==> config.mk <==
export PLATFORM = sky130hd
export DESIGN_NAME = ibex_rvfi_trace_buf_flat
export DESIGN_NICKNAME = d
export VERILOG_FILES = /design/src/rtl/ibex_pkg.sv /design/src/rtl/ibex_rvfi_trace_buf_if.sv /design/src/rtl/ibex_trace_ram.sv /design/src/rtl/ibex_rvfi_trace_buf.sv /design/src/flat_wrapper.sv
export SDC_FILE = /design/constraint.sdc
export NUM_CORES = 2
export LEC_CHECK = 0
export CAP_MARGIN = 20
export CORE_ASPECT_RATIO = 1.1
export CORE_UTILIZATION = 53
export DETAILED_ROUTE_END_ITERATION = 6
export GPL_TIMING_DRIVEN = 0
export PLACE_DENSITY = 0.7
export SYNTH_ARGS = -nofsm -noshare
export SYNTH_HDL_FRONTEND = slang
export SYNTH_SLANG_ARGS = --single-unit
==> constraint.sdc <==
create_clock -name clk_i -period 33.8 [get_ports clk_i]
set_input_delay 10.14 -clock clk_i [delete_from_list [all_inputs] [get_ports clk_i]]
set_output_delay 10.14 -clock clk_i [all_outputs]
set_load 0.01 [all_outputs]
==> src/rtl/ibex_pkg.sv <==
// Shared types for the RVFI trace buffer: capability write descriptor,
// trace record layout, filter-mode encoding and trigger FSM states.
package ibex_pkg;

  // Capability register write as seen on the retirement stream; only the
  // tag (valid) is recorded, the other fields exist to match the core.
  typedef struct packed {
    logic       valid;
    logic [5:0] perms;
    logic [3:0] otype;
  } reg_cap_t;

  // Capture filter selected by mode_i.
  typedef enum logic [1:0] {
    TRACE_ALL  = 2'd0,  // every retirement
    TRACE_TRAP = 2'd1,  // traps and interrupts only
    TRACE_MEM  = 2'd2,  // loads/stores only
    TRACE_CAP  = 2'd3   // tagged capability writes to a real register
  } trace_mode_e;

  // One trace buffer entry.
  typedef struct packed {
    logic [31:0] pc;
    logic [31:0] insn;
    logic [4:0]  rd_addr;
    logic [31:0] rd_wdata;
    logic        cap_tag;
    logic [31:0] mem_addr;
    logic [3:0]  rmask;
    logic [3:0]  wmask;
    logic        trap;
    logic        intr;
  } trace_rec_t;

  // Trigger-and-freeze states.
  typedef enum logic [1:0] {
    TRIG_IDLE   = 2'd0,
    TRIG_POST   = 2'd1,
    TRIG_FROZEN = 2'd2
  } trig_state_e;

  // True when a record passes the selected capture filter.
  function automatic logic trace_filter_match(trace_mode_e mode, trace_rec_t rec);
    logic match;
    case (mode)
      TRACE_ALL:  match = 1'b1;
      TRACE_TRAP: match = rec.trap | rec.intr;
      TRACE_MEM:  match = |(rec.rmask | rec.wmask);
      TRACE_CAP:  match = rec.cap_tag & (rec.rd_addr != 5'd0);
      default:    match = 1'b0;
    endcase
    return match;
  endfunction

endpackage

==> src/rtl/ibex_rvfi_trace_buf_if.sv <==
// RVFI retirement stream bundle feeding the trace buffer.
interface ibex_rvfi_trace_buf_if;
  import ibex_pkg::*;

  logic        rvfi_valid;
  logic        rvfi_trap;
  logic        rvfi_intr;
  logic [31:0] rvfi_pc_rdata;
  logic [31:0] rvfi_insn;
  logic [4:0]  rvfi_rd_addr;
  logic [31:0] rvfi_rd_wdata;
  logic [31:0] rvfi_mem_addr;
  logic [3:0]  rvfi_mem_rmask;
  logic [3:0]  rvfi_mem_wmask;
  reg_cap_t    rvfi_rd_wcap;

  // Core side drives the stream.
  modport master (
    output rvfi_valid, rvfi_trap, rvfi_intr, rvfi_pc_rdata, rvfi_insn,
           rvfi_rd_addr, rvfi_rd_wdata, rvfi_mem_addr, rvfi_mem_rmask,
           rvfi_mem_wmask, rvfi_rd_wcap
  );

  // Trace buffer side observes it.
  modport slave (
    input rvfi_valid, rvfi_trap, rvfi_intr, rvfi_pc_rdata, rvfi_insn,
          rvfi_rd_addr, rvfi_rd_wdata, rvfi_mem_addr, rvfi_mem_rmask,
          rvfi_mem_wmask, rvfi_rd_wcap
  );
endinterface

==> src/rtl/ibex_trace_ram.sv <==
// Trace record storage: one synchronous write port, one asynchronous read
// port so the head record is visible the cycle after it is written.
module ibex_trace_ram #(
  parameter int unsigned Depth = 16,
  parameter int unsigned Width = 32
) (
  input  logic                     clk_i,
  input  logic                     we_i,
  input  logic [$clog2(Depth)-1:0] waddr_i,
  input  logic [Width-1:0]         wdata_i,
  input  logic [$clog2(Depth)-1:0] raddr_i,
  output logic [Width-1:0]         rdata_o
);

  logic [Width-1:0] mem_q [Depth];

  // Write the addressed entry.
  // NOTE: non-blocking assignment for all clocked state; the array has no
  // reset because occupancy is tracked by the pointers and count outside.
  always_ff @(posedge clk_i) begin
    if (we_i) begin
      mem_q[waddr_i] <= wdata_i;
    end
  end

  assign rdata_o = mem_q[raddr_i];

endmodule

==> src/rtl/ibex_rvfi_trace_buf.sv <==
// RVFI trace buffer: filters retirements into a circular record buffer,
// drains through a valid/ready port and can freeze after a trap trigger.
module ibex_rvfi_trace_buf
  import ibex_pkg::*;
#(
  parameter int unsigned Depth           = 16,
  parameter int unsigned PostTrig        = 4,
  parameter bit          OverwriteOldest = 1'b1
) (
  input  logic                       clk_i,
  input  logic                       rst_i,
  input  logic                       en_i,
  input  logic [1:0]                 mode_i,
  input  logic                       freeze_on_trap_i,
  input  logic                       clear_i,
  ibex_rvfi_trace_buf_if.slave       rvfi,
  output logic                       rec_valid_o,
  input  logic                       rec_ready_i,
  output trace_rec_t                 rec_o,
  output logic [$clog2(Depth+1)-1:0] count_o,
  output logic                       frozen_o,
  output logic [15:0]                drop_cnt_o
);

  localparam int unsigned AW = $clog2(Depth);
  localparam int unsigned CW = $clog2(Depth + 1);
  localparam int unsigned PW = $clog2(Depth) + 1;
  localparam logic [CW-1:0] FullCnt  = CW'(Depth);
  localparam logic [PW-1:0] PostLast = PW'(PostTrig);

  trace_rec_t     new_rec;
  logic           capture, pop, full, drop, wr_en, rd_adv;
  logic [AW-1:0]  wr_ptr_q, wr_ptr_d, rd_ptr_q, rd_ptr_d;
  logic [CW-1:0]  count_q, count_d;
  logic [15:0]    drop_cnt_q, drop_cnt_d;
  trig_state_e    state_q;
  logic [PW-1:0]  post_cnt_q;
  logic           frozen_q;
  logic [$bits(trace_rec_t)-1:0] ram_rdata;
  logic           unused_cap;

  // Assemble the candidate record from the retirement stream.
  // NOTE: default every always_comb output first so no latch is inferred.
  always_comb begin
    new_rec          = '0;
    new_rec.pc       = rvfi.rvfi_pc_rdata;
    new_rec.insn     = rvfi.rvfi_insn;
    new_rec.rd_addr  = rvfi.rvfi_rd_addr;
    new_rec.rd_wdata = rvfi.rvfi_rd_wdata;
    new_rec.cap_tag  = rvfi.rvfi_rd_wcap.valid;
    new_rec.mem_addr = rvfi.rvfi_mem_addr;
    new_rec.rmask    = rvfi.rvfi_mem_rmask;
    new_rec.wmask    = rvfi.rvfi_mem_wmask;
    new_rec.trap     = rvfi.rvfi_trap;
    new_rec.intr     = rvfi.rvfi_intr;
  end

  // Only the capability tag is traced.
  assign unused_cap = ^{rvfi.rvfi_rd_wcap.perms, rvfi.rvfi_rd_wcap.otype};

  assign capture = rvfi.rvfi_valid & en_i & ~frozen_q &
                   trace_filter_match(trace_mode_e'(mode_i), new_rec);
  assign pop     = rec_valid_o & rec_ready_i;
  assign full    = (count_q == FullCnt);
  // A full buffer without a same-cycle pop has no free slot.
  assign drop    = capture & full & ~pop;
  // Discard-newest suppresses the write; overwrite-oldest advances the head.
  assign wr_en   = capture & ~(drop & ~OverwriteOldest);
  assign rd_adv  = pop | (drop & OverwriteOldest);

  // Next-state for pointers, occupancy and drop counter; clear wins.
  always_comb begin
    wr_ptr_d   = wr_ptr_q;
    rd_ptr_d   = rd_ptr_q;
    count_d    = count_q;
    drop_cnt_d = drop_cnt_q;
    if (clear_i) begin
      wr_ptr_d   = '0;
      rd_ptr_d   = '0;
      count_d    = '0;
      drop_cnt_d = '0;
    end else begin
      if (wr_en)  wr_ptr_d = wr_ptr_q + 1'b1;
      if (rd_adv) rd_ptr_d = rd_ptr_q + 1'b1;
      if (wr_en && !rd_adv) begin
        count_d = count_q + 1'b1;
      end else if (!wr_en && rd_adv) begin
        count_d = count_q - 1'b1;
      end
      if (drop && (drop_cnt_q != 16'hFFFF)) begin
        drop_cnt_d = drop_cnt_q + 16'd1;
      end
    end
  end

  // Buffer bookkeeping registers.
  always_ff @(posedge clk_i) begin
    if (rst_i) begin
      wr_ptr_q   <= '0;
      rd_ptr_q   <= '0;
      count_q    <= '0;
      drop_cnt_q <= '0;
    end else begin
      wr_ptr_q   <= wr_ptr_d;
      rd_ptr_q   <= rd_ptr_d;
      count_q    <= count_d;
      drop_cnt_q <= drop_cnt_d;
    end
  end

  // Trigger FSM: trap arms POST, PostTrig more captures freeze the buffer.
  always_ff @(posedge clk_i) begin
    if (rst_i || clear_i) begin
      state_q    <= TRIG_IDLE;
      post_cnt_q <= '0;
      frozen_q   <= 1'b0;
    end else begin
      case (state_q)
        TRIG_IDLE: begin
          if (capture && new_rec.trap && freeze_on_trap_i) begin
            post_cnt_q <= '0;
            if (PostTrig == 0) begin
              state_q  <= TRIG_FROZEN;
              frozen_q <= 1'b1;
            end else begin
              state_q <= TRIG_POST;
            end
          end
        end
        TRIG_POST: begin
          // Traps seen here are plain records, never a new trigger.
          if (!freeze_on_trap_i) begin
            state_q <= TRIG_IDLE;
          end else if (capture) begin
            post_cnt_q <= post_cnt_q + 1'b1;
            if ((post_cnt_q + 1'b1) == PostLast) begin
              state_q  <= TRIG_FROZEN;
              frozen_q <= 1'b1;
            end
          end
        end
        TRIG_FROZEN: begin
          frozen_q <= 1'b1;
        end
        default: begin
          state_q  <= TRIG_IDLE;
          frozen_q <= 1'b0;
        end
      endcase
    end
  end

  ibex_trace_ram #(
    .Depth (Depth),
    .Width ($bits(trace_rec_t))
  ) u_ram (
    .clk_i   (clk_i),
    .we_i    (wr_en & ~clear_i),
    .waddr_i (wr_ptr_q),
    .wdata_i (new_rec),
    .raddr_i (rd_ptr_q),
    .rdata_o (ram_rdata)
  );

  assign rec_o       = trace_rec_t'(ram_rdata);
  assign rec_valid_o = (count_q != '0);
  assign count_o     = count_q;
  assign frozen_o    = frozen_q;
  assign drop_cnt_o  = drop_cnt_q;

endmodule

==> src/flat_wrapper.sv <==
// flat-port wrapper written by rule: the top's interface ports become plain ports
module ibex_rvfi_trace_buf_flat import ibex_pkg::*;
#(
  parameter int unsigned Depth           = 16,
  parameter int unsigned PostTrig        = 4,
  parameter bit          OverwriteOldest = 1'b1
)
  (clk_i, rst_i, en_i, mode_i, freeze_on_trap_i, clear_i, rec_valid_o, rec_ready_i, rec_o, count_o, frozen_o, drop_cnt_o, rvfi_rvfi_valid, rvfi_rvfi_trap, rvfi_rvfi_intr, rvfi_rvfi_pc_rdata, rvfi_rvfi_insn, rvfi_rvfi_rd_addr, rvfi_rvfi_rd_wdata, rvfi_rvfi_mem_addr, rvfi_rvfi_mem_rmask, rvfi_rvfi_mem_wmask, rvfi_rvfi_rd_wcap);
  ibex_rvfi_trace_buf_if rvfi_i ();
  input  logic clk_i;
  input  logic rst_i;
  input  logic en_i;
  input  logic [1:0] mode_i;
  input  logic freeze_on_trap_i;
  input  logic clear_i;
  output logic rec_valid_o;
  input  logic rec_ready_i;
  output trace_rec_t rec_o;
  output logic [$clog2(Depth+1)-1:0] count_o;
  output logic frozen_o;
  output logic [15:0] drop_cnt_o;
  input wire logic [$bits(rvfi_i.rvfi_valid)-1:0] rvfi_rvfi_valid;
  input wire logic [$bits(rvfi_i.rvfi_trap)-1:0] rvfi_rvfi_trap;
  input wire logic [$bits(rvfi_i.rvfi_intr)-1:0] rvfi_rvfi_intr;
  input wire logic [$bits(rvfi_i.rvfi_pc_rdata)-1:0] rvfi_rvfi_pc_rdata;
  input wire logic [$bits(rvfi_i.rvfi_insn)-1:0] rvfi_rvfi_insn;
  input wire logic [$bits(rvfi_i.rvfi_rd_addr)-1:0] rvfi_rvfi_rd_addr;
  input wire logic [$bits(rvfi_i.rvfi_rd_wdata)-1:0] rvfi_rvfi_rd_wdata;
  input wire logic [$bits(rvfi_i.rvfi_mem_addr)-1:0] rvfi_rvfi_mem_addr;
  input wire logic [$bits(rvfi_i.rvfi_mem_rmask)-1:0] rvfi_rvfi_mem_rmask;
  input wire logic [$bits(rvfi_i.rvfi_mem_wmask)-1:0] rvfi_rvfi_mem_wmask;
  input wire logic [$bits(rvfi_i.rvfi_rd_wcap)-1:0] rvfi_rvfi_rd_wcap;
  assign rvfi_i.rvfi_valid = rvfi_rvfi_valid;
  assign rvfi_i.rvfi_trap = rvfi_rvfi_trap;
  assign rvfi_i.rvfi_intr = rvfi_rvfi_intr;
  assign rvfi_i.rvfi_pc_rdata = rvfi_rvfi_pc_rdata;
  assign rvfi_i.rvfi_insn = rvfi_rvfi_insn;
  assign rvfi_i.rvfi_rd_addr = rvfi_rvfi_rd_addr;
  assign rvfi_i.rvfi_rd_wdata = rvfi_rvfi_rd_wdata;
  assign rvfi_i.rvfi_mem_addr = rvfi_rvfi_mem_addr;
  assign rvfi_i.rvfi_mem_rmask = rvfi_rvfi_mem_rmask;
  assign rvfi_i.rvfi_mem_wmask = rvfi_rvfi_mem_wmask;
  assign rvfi_i.rvfi_rd_wcap = rvfi_rvfi_rd_wcap;
  ibex_rvfi_trace_buf #(.Depth(Depth), .PostTrig(PostTrig), .OverwriteOldest(OverwriteOldest)) u_core (.clk_i(clk_i), .rst_i(rst_i), .en_i(en_i), .mode_i(mode_i), .freeze_on_trap_i(freeze_on_trap_i), .clear_i(clear_i), .rvfi(rvfi_i), .rec_valid_o(rec_valid_o), .rec_ready_i(rec_ready_i), .rec_o(rec_o), .count_o(count_o), .frozen_o(frozen_o), .drop_cnt_o(drop_cnt_o));
endmodule
# Word level (Yosys, flattened, before mapping)
# Memory sizes are Yosys's and may differ from the RTL's. A register that Yosys moved wholly into a read port is not among the register bits.
# Index checks and enable logic that the tools add are counted.
[classes]
n_addsub = 6
multipliers = 0
div = 0
n_lt_le_gt_ge = 0
eq_ne = 14
shift = 0
n_mux = 20
bitwise = 16
n_reduce_logical = 19
[ops]
columns = ["cell", "n"]
rows = [
  ["two-way mux 5 bit", 5],
  ["adder 16 x 1 -> 16 bit, second input constant", 1],
  ["inequality test 16 bit, second input constant", 1],
  ["AND reduction 4 bit", 3],
  ["adder 5 x 1 -> 5 bit, second input constant", 2],
  ["one-hot mux 5 bit (2 select lines)", 1],
  ["nonzero test 5 bit", 2],
  ["adder 4 x 1 -> 4 bit, second input constant", 2],
  ["bitwise AND 1 bit", 8],
  ["two-way mux 2 bit", 4],
  ["two-way mux 4 bit", 2],
  ["equality test 2 bit, second input constant", 3],
  ["inequality test 2 x 1 -> 1 bit, second input constant", 3],
  ["inequality test 3 x 2 -> 1 bit, second input constant", 2],
  ["one-hot mux 2 bit (3 select lines)", 1],
  ["equality test 5 x 3 -> 1 bit, second input constant", 1],
  ["equality test 5 bit, second input constant", 1],
  ["logical AND 1 bit", 5],
  ["two-way mux 1 bit", 5],
  ["NOT 1 bit", 5],
  ["subtractor 5 x 1 -> 5 bit, second input constant", 1],
  ["equality test 2 x 1 -> 1 bit, second input constant", 2],
  ["logical NOT 2 bit", 2],
  ["OR 4 bit", 1],
  ["9 further kinds", 12],
]
[word_totals]
reg_bits = 37
latch_bits = 0
ram_bits = 2304
mem_bits_ro = 0
in_bits = 163
out_inout_bits = 167
wordCells = 83
mem_count = 1
[memory_table]
columns = ["memory", "depth", "width", "read_ports", "rd_clocked_by_memory_dff", "write_ports", "line", "source"]
rows = [
  ["u_core.u_ram.mem_q", 16, 144, 1, 1, 1, "ibex_trace_ram.sv:15", "logic [Width-1:0] mem_q [Depth];"],
]

# Longest topological paths before layout
[depth]
ltp_word = 10
mapped_depth = 13
depth_no_buf = 12

# Hierarchy
# Synthesis repeated with hierarchy kept, for this count alone.
[hier_totals]
cells_unflattened = 3879
area_unflattened_um2 = 88698.8
[modules_own_cells]
columns = ["module", "instances", "cells_each", "area_each_um2", "seq_area_each_um2"]
rows = [
  ["ibex_trace_ram", 1, 3629, 86561.8, 69186.4],
  ["ibex_rvfi_trace_buf", 1, 250, 2137.0, 740.7],
]

# Worst setup path after synthesis
# Ideal clock, no wire load.
[synth_timing]
path_type = "input-to-reg"
startpoint = "in mode_i[0]"
endpoint = "mem u_core.u_ram.mem_q[15][0] (netlist bit) (enable)"
setup_ns = 0.666
arrival_ns = 17.306
required_time_ns = 33.134
slack_ns = 15.828
stages = 4
path_buffers = 0
path_cell_list = "nor2b_4 a311oi_4 nand4_1 nor2b_1"
[synth_via]
elab_chain_len = 6
word_cells_on_any_way = 9
classes_between = "eq/ne: 3; mux: 3; bitwise: 2; reduce/logical: 1"
[synth_lines]
columns = ["item", "line", "source"]
rows = [
  ["start: declaration", "flat_wrapper.sv:13", "input logic [1:0] mode_i;"],
  ["equality test 2 bit, or another cell as far along", "ibex_pkg.sv:45", "case (mode)"],
  ["one-hot mux 1 bit (4 select lines) *", "ibex_pkg.sv:45", ""],
  ["bitwise AND 1 bit *", "ibex_rvfi_trace_buf.sv:61", "assign capture = rvfi.rvfi_valid & en_i & ~frozen_q &"],
  ["bitwise AND 1 bit *", "ibex_rvfi_trace_buf.sv:158", ".we_i (wr_en & ~clear_i),"],
  ["two-way mux 1 bit *", "ibex_trace_ram.sv:21", "if (we_i) begin"],
  ["two-way mux 1 bit (implied by the code) *", "ibex_trace_ram.sv:22", "mem_q[waddr_i] <= wdata_i;"],
  ["end: declaration", "ibex_trace_ram.sv:15", ""],
]
# Every way passes the cells marked *; elsewhere a longest branch is shown, timed or not.

==> run metrics <==
vias per inst 6.324; MaxCap Viol Count 0; Worst Tran Pin Value approximately 1.1 ns; Highest Signal Layer met5; min cycle time layout ~15 ns; Largest stage delay, worst path about 0.78 ns; Final ANT Viol Nets 0; largest net degree at the start of global routing 45; fin crit share 0.4375; Slew HR 0.2801; Final TNS setup 0 ns; Die Footprint 0.1688 mm^2; hold_buf cts 0; clock sink count between 2000 and 2500; WL met3 18.24 mm; main flop type after synthesis edfxtp_1; EDFF count, synth 2304; # IOs between 300 and 400; routed len/inst 32.76 um; clock slew at reported path FFs approximately 0.070 ns; Final Skew 0.03058 ns; fmax 67.63 MHz; DRT iter0 DRCs between 4000 and 5000; CTS root buf clkbuf_16; post-CTS resize count 0; Die Wd around 390 um; CTS Buf Count 217; Routed met2 length around 110 mm; Worst Hold Slack 0.4837 ns; count of different cell masters after synthesis 55; GRT Resource Usage Total 0.2582; initial antenna violation count 40; htree depth 4; nets between 4000 and 5000; failing checks design-rule violations; Worst Setup Path Type reg -> out; # rows 157; die height around 430 um; sequential cell area fraction in the yosys report 0.7904; final hold vios 0; CP delay by family, top buffers and inverters; syn avg cell area about 25 um^2; Max Root-Sink Buffers 3; unrepaired setup endpoints after global routing false; synth-to-layout area growth 17.10%; GRT overflow 0; Placer Congestion about 0.79; CP bufs+invs 4; Pwr Total 5.978 mW; status finished, violations left; First-pass DRT Iterations 7; CP arrival 4.65 ns; final-report setup violation count 0; Pwr Density roughly 58 mW/mm^2; yosys warns 0; syn_nets between 3000 and 4000; Critical Path End Type output pin; CTS tree built; Initial Utilization 0.5330; core footprint roughly 0.17 mm^2; top fanout value on the critical path 10; postcts setup bufs 0; worst-path cell chain clkbuf_1, clkbuf_2, clkbuf_1, mux4_2, mux4_2, clkdlybuf4s50_1; layout cells sized above 1 0.2790; Detailed Route WL around 210 mm; Worst-Skew Late Latency a little under 0.9 ns; Required @ worst endpoint 23.66 ns; global-route wire length before repair about 300 mm; number of global-route vias before repair 42270; post-synthesis cell area 0.08857 mm^2; Max Slew Vio Count 0; worst hold path class reg -> reg; async set-reset flop share out of synthesis 0; Critical Path Start Type register; Peak supply drop around 43 uV; number of port buffers ~320; wl on met1 81.47 mm; Leakage Power between 30 and 40 nW; Syn Inst Count about 3500; DR DRC count 4; CP max stage cell clkbuf_1; Via Count slightly above 40000; #FFs+latches synth ~2300; Detail Placement HPWL approximately 130 mm
## cells by family (layout without fill, tap and decap cells)
logic type	Yosys count	count (layout)	share of synthesized area
xor gates and xnor gates	8	8	0.0007910
AOI/OAI and AO/OA	87	87	0.006611
buffers and inverters	184	997	0.008730
and+or+nand+nor	138	138	0.008956
adders and majority gates	15	15	0.002204
muxes	726	726	0.1823
DFF	2345	2345	0.7904
other	0	14	0
## state kept, by name, indices dropped and copies added (netlist names), named ones only
register            flops
u_core.count_o          5
u_core.drop_cnt_o      16
u_core.frozen_o         1
u_core.post_cnt_q       5
u_core.rd_ptr_q         4
u_core.state_q          2
u_core.u_ram.mem_q   2304
u_core.wr_ptr_q         4
## placed cells by master, fill, tap and decap left out, types with 16 or more instances in the layout
cell type           n
clkbuf_16         218
edfxtp_1         2304
clkinv_1           48
clkdlybuf4s50_1   318
dfxtp_1            41
bufinv_16          22
mux4_2            710
nor2_1             23
buf_16             41
buf_8              21
mux2i_1            16
nand2_1            21
buf_12             31
clkbuf_1          140
a21oi_1            36
buf_2              66
clkinv_2           43
## report_power, final
part	internal, mW	switching, mW	leakage, nW
registers	3.20	0.00340	21.1
logic	0.180	0.186	6.72
clock network	1.36	1.05	3.41
## worst paths after layout
check	start	to	slack, ns	cells after the start
worst max-delay path	register	rec_o[13]	19.01	6
worst min-delay path	u_core.state_q[1]	u_core.state_q[1]	0.48	2
worst max register to register	u_core.frozen_o	u_core.u_ram.mem_q[6][59]	30.07	8
worst min register to register	u_core.state_q[1]	u_core.state_q[1]	0.48	2
## routing by layer
metal	GRT usage	up-vias
li1	-	16660
met1	0.3483	22440
met2	0.4248	1957
met3	0.05451	361
met4	0.08229	44
met5	0	-
## cells in the mapped netlist (all sizes together) (2+ instances only)
| master | number | area [um^2] |
|---|---|---|
| a41oi | 3 | 26.28 |
| mux2i | 16 | 160.2 |
| and4 | 2 | 17.52 |
| a211oi | 10 | 75.07 |
| o311ai | 2 | 17.52 |
| edfxtp | 2304 | 69190 |
| o31ai | 11 | 82.58 |
| inv | 9 | 33.78 |
| nand2 | 21 | 78.83 |
| xor2 | 4 | 35.03 |
| or4 | 14 | 105.1 |
| o21ai | 9 | 48.80 |
| nand3 | 12 | 65.06 |
| and3 | 12 | 75.07 |
| nor4 | 4 | 31.28 |
| nor2b | 18 | 120.1 |
| nor2 | 24 | 92.59 |
| ha | 14 | 175.2 |
| nor3 | 3 | 15.01 |
| nor3b | 3 | 22.52 |
| nand4 | 10 | 62.56 |
| mux4 | 710 | 15990 |
| a41o | 2 | 20.02 |
| a21o | 2 | 15.01 |
| buf | 80 | 382.9 |
| dfxtp | 41 | 820.8 |
| or3 | 7 | 43.79 |
| o41ai | 2 | 17.52 |
| and3b | 2 | 17.52 |
| o21a | 2 | 15.01 |
| a21oi | 36 | 180.2 |
| clkbuf | 95 | 356.6 |
| xnor2 | 4 | 35.03 |
| o2111ai | 2 | 17.52 |
## layout make-up
type | instances | area, um^2
buffer | 175 | 743.2
timing repair buffer | 413 | 5266
sequential | 2345 | 70010
inverter | 9 | 33.78
antenna | 14 | 35.03
fill | 11060 | 62470
multi-input combinational | 974 | 17890
tap | 2226 | 2785
clock inverter | 133 | 1306
clock buffer | 267 | 5649
## tightest hold or removal path: stages, from the launching register on
cell and delay (ns):
dfxtp_1 0.32, nand2_1 0.06, mux2i_1 0.06
## per-stage QoR
step / instance area [um^2] / std cells / setup slack [ns] / utilization
4_1_cts: 103600 / 6536 / 18.92 / 0.6234
6_report: 103700 / 6556 / 19.01 / 0.6241
2_1_floorplan: 88580 / 3503 / 15.83 / -
5_1_grt: 103700 / 6552 / 18.87 / 0.6240
3_5_place_dp: 96640 / 6136 / 19.06 / 0.5815
3_3_place_gp: 94540 / 6047 / 5.380 / 0.5689
No activity file was read; power rests on OpenSTA's default activity.
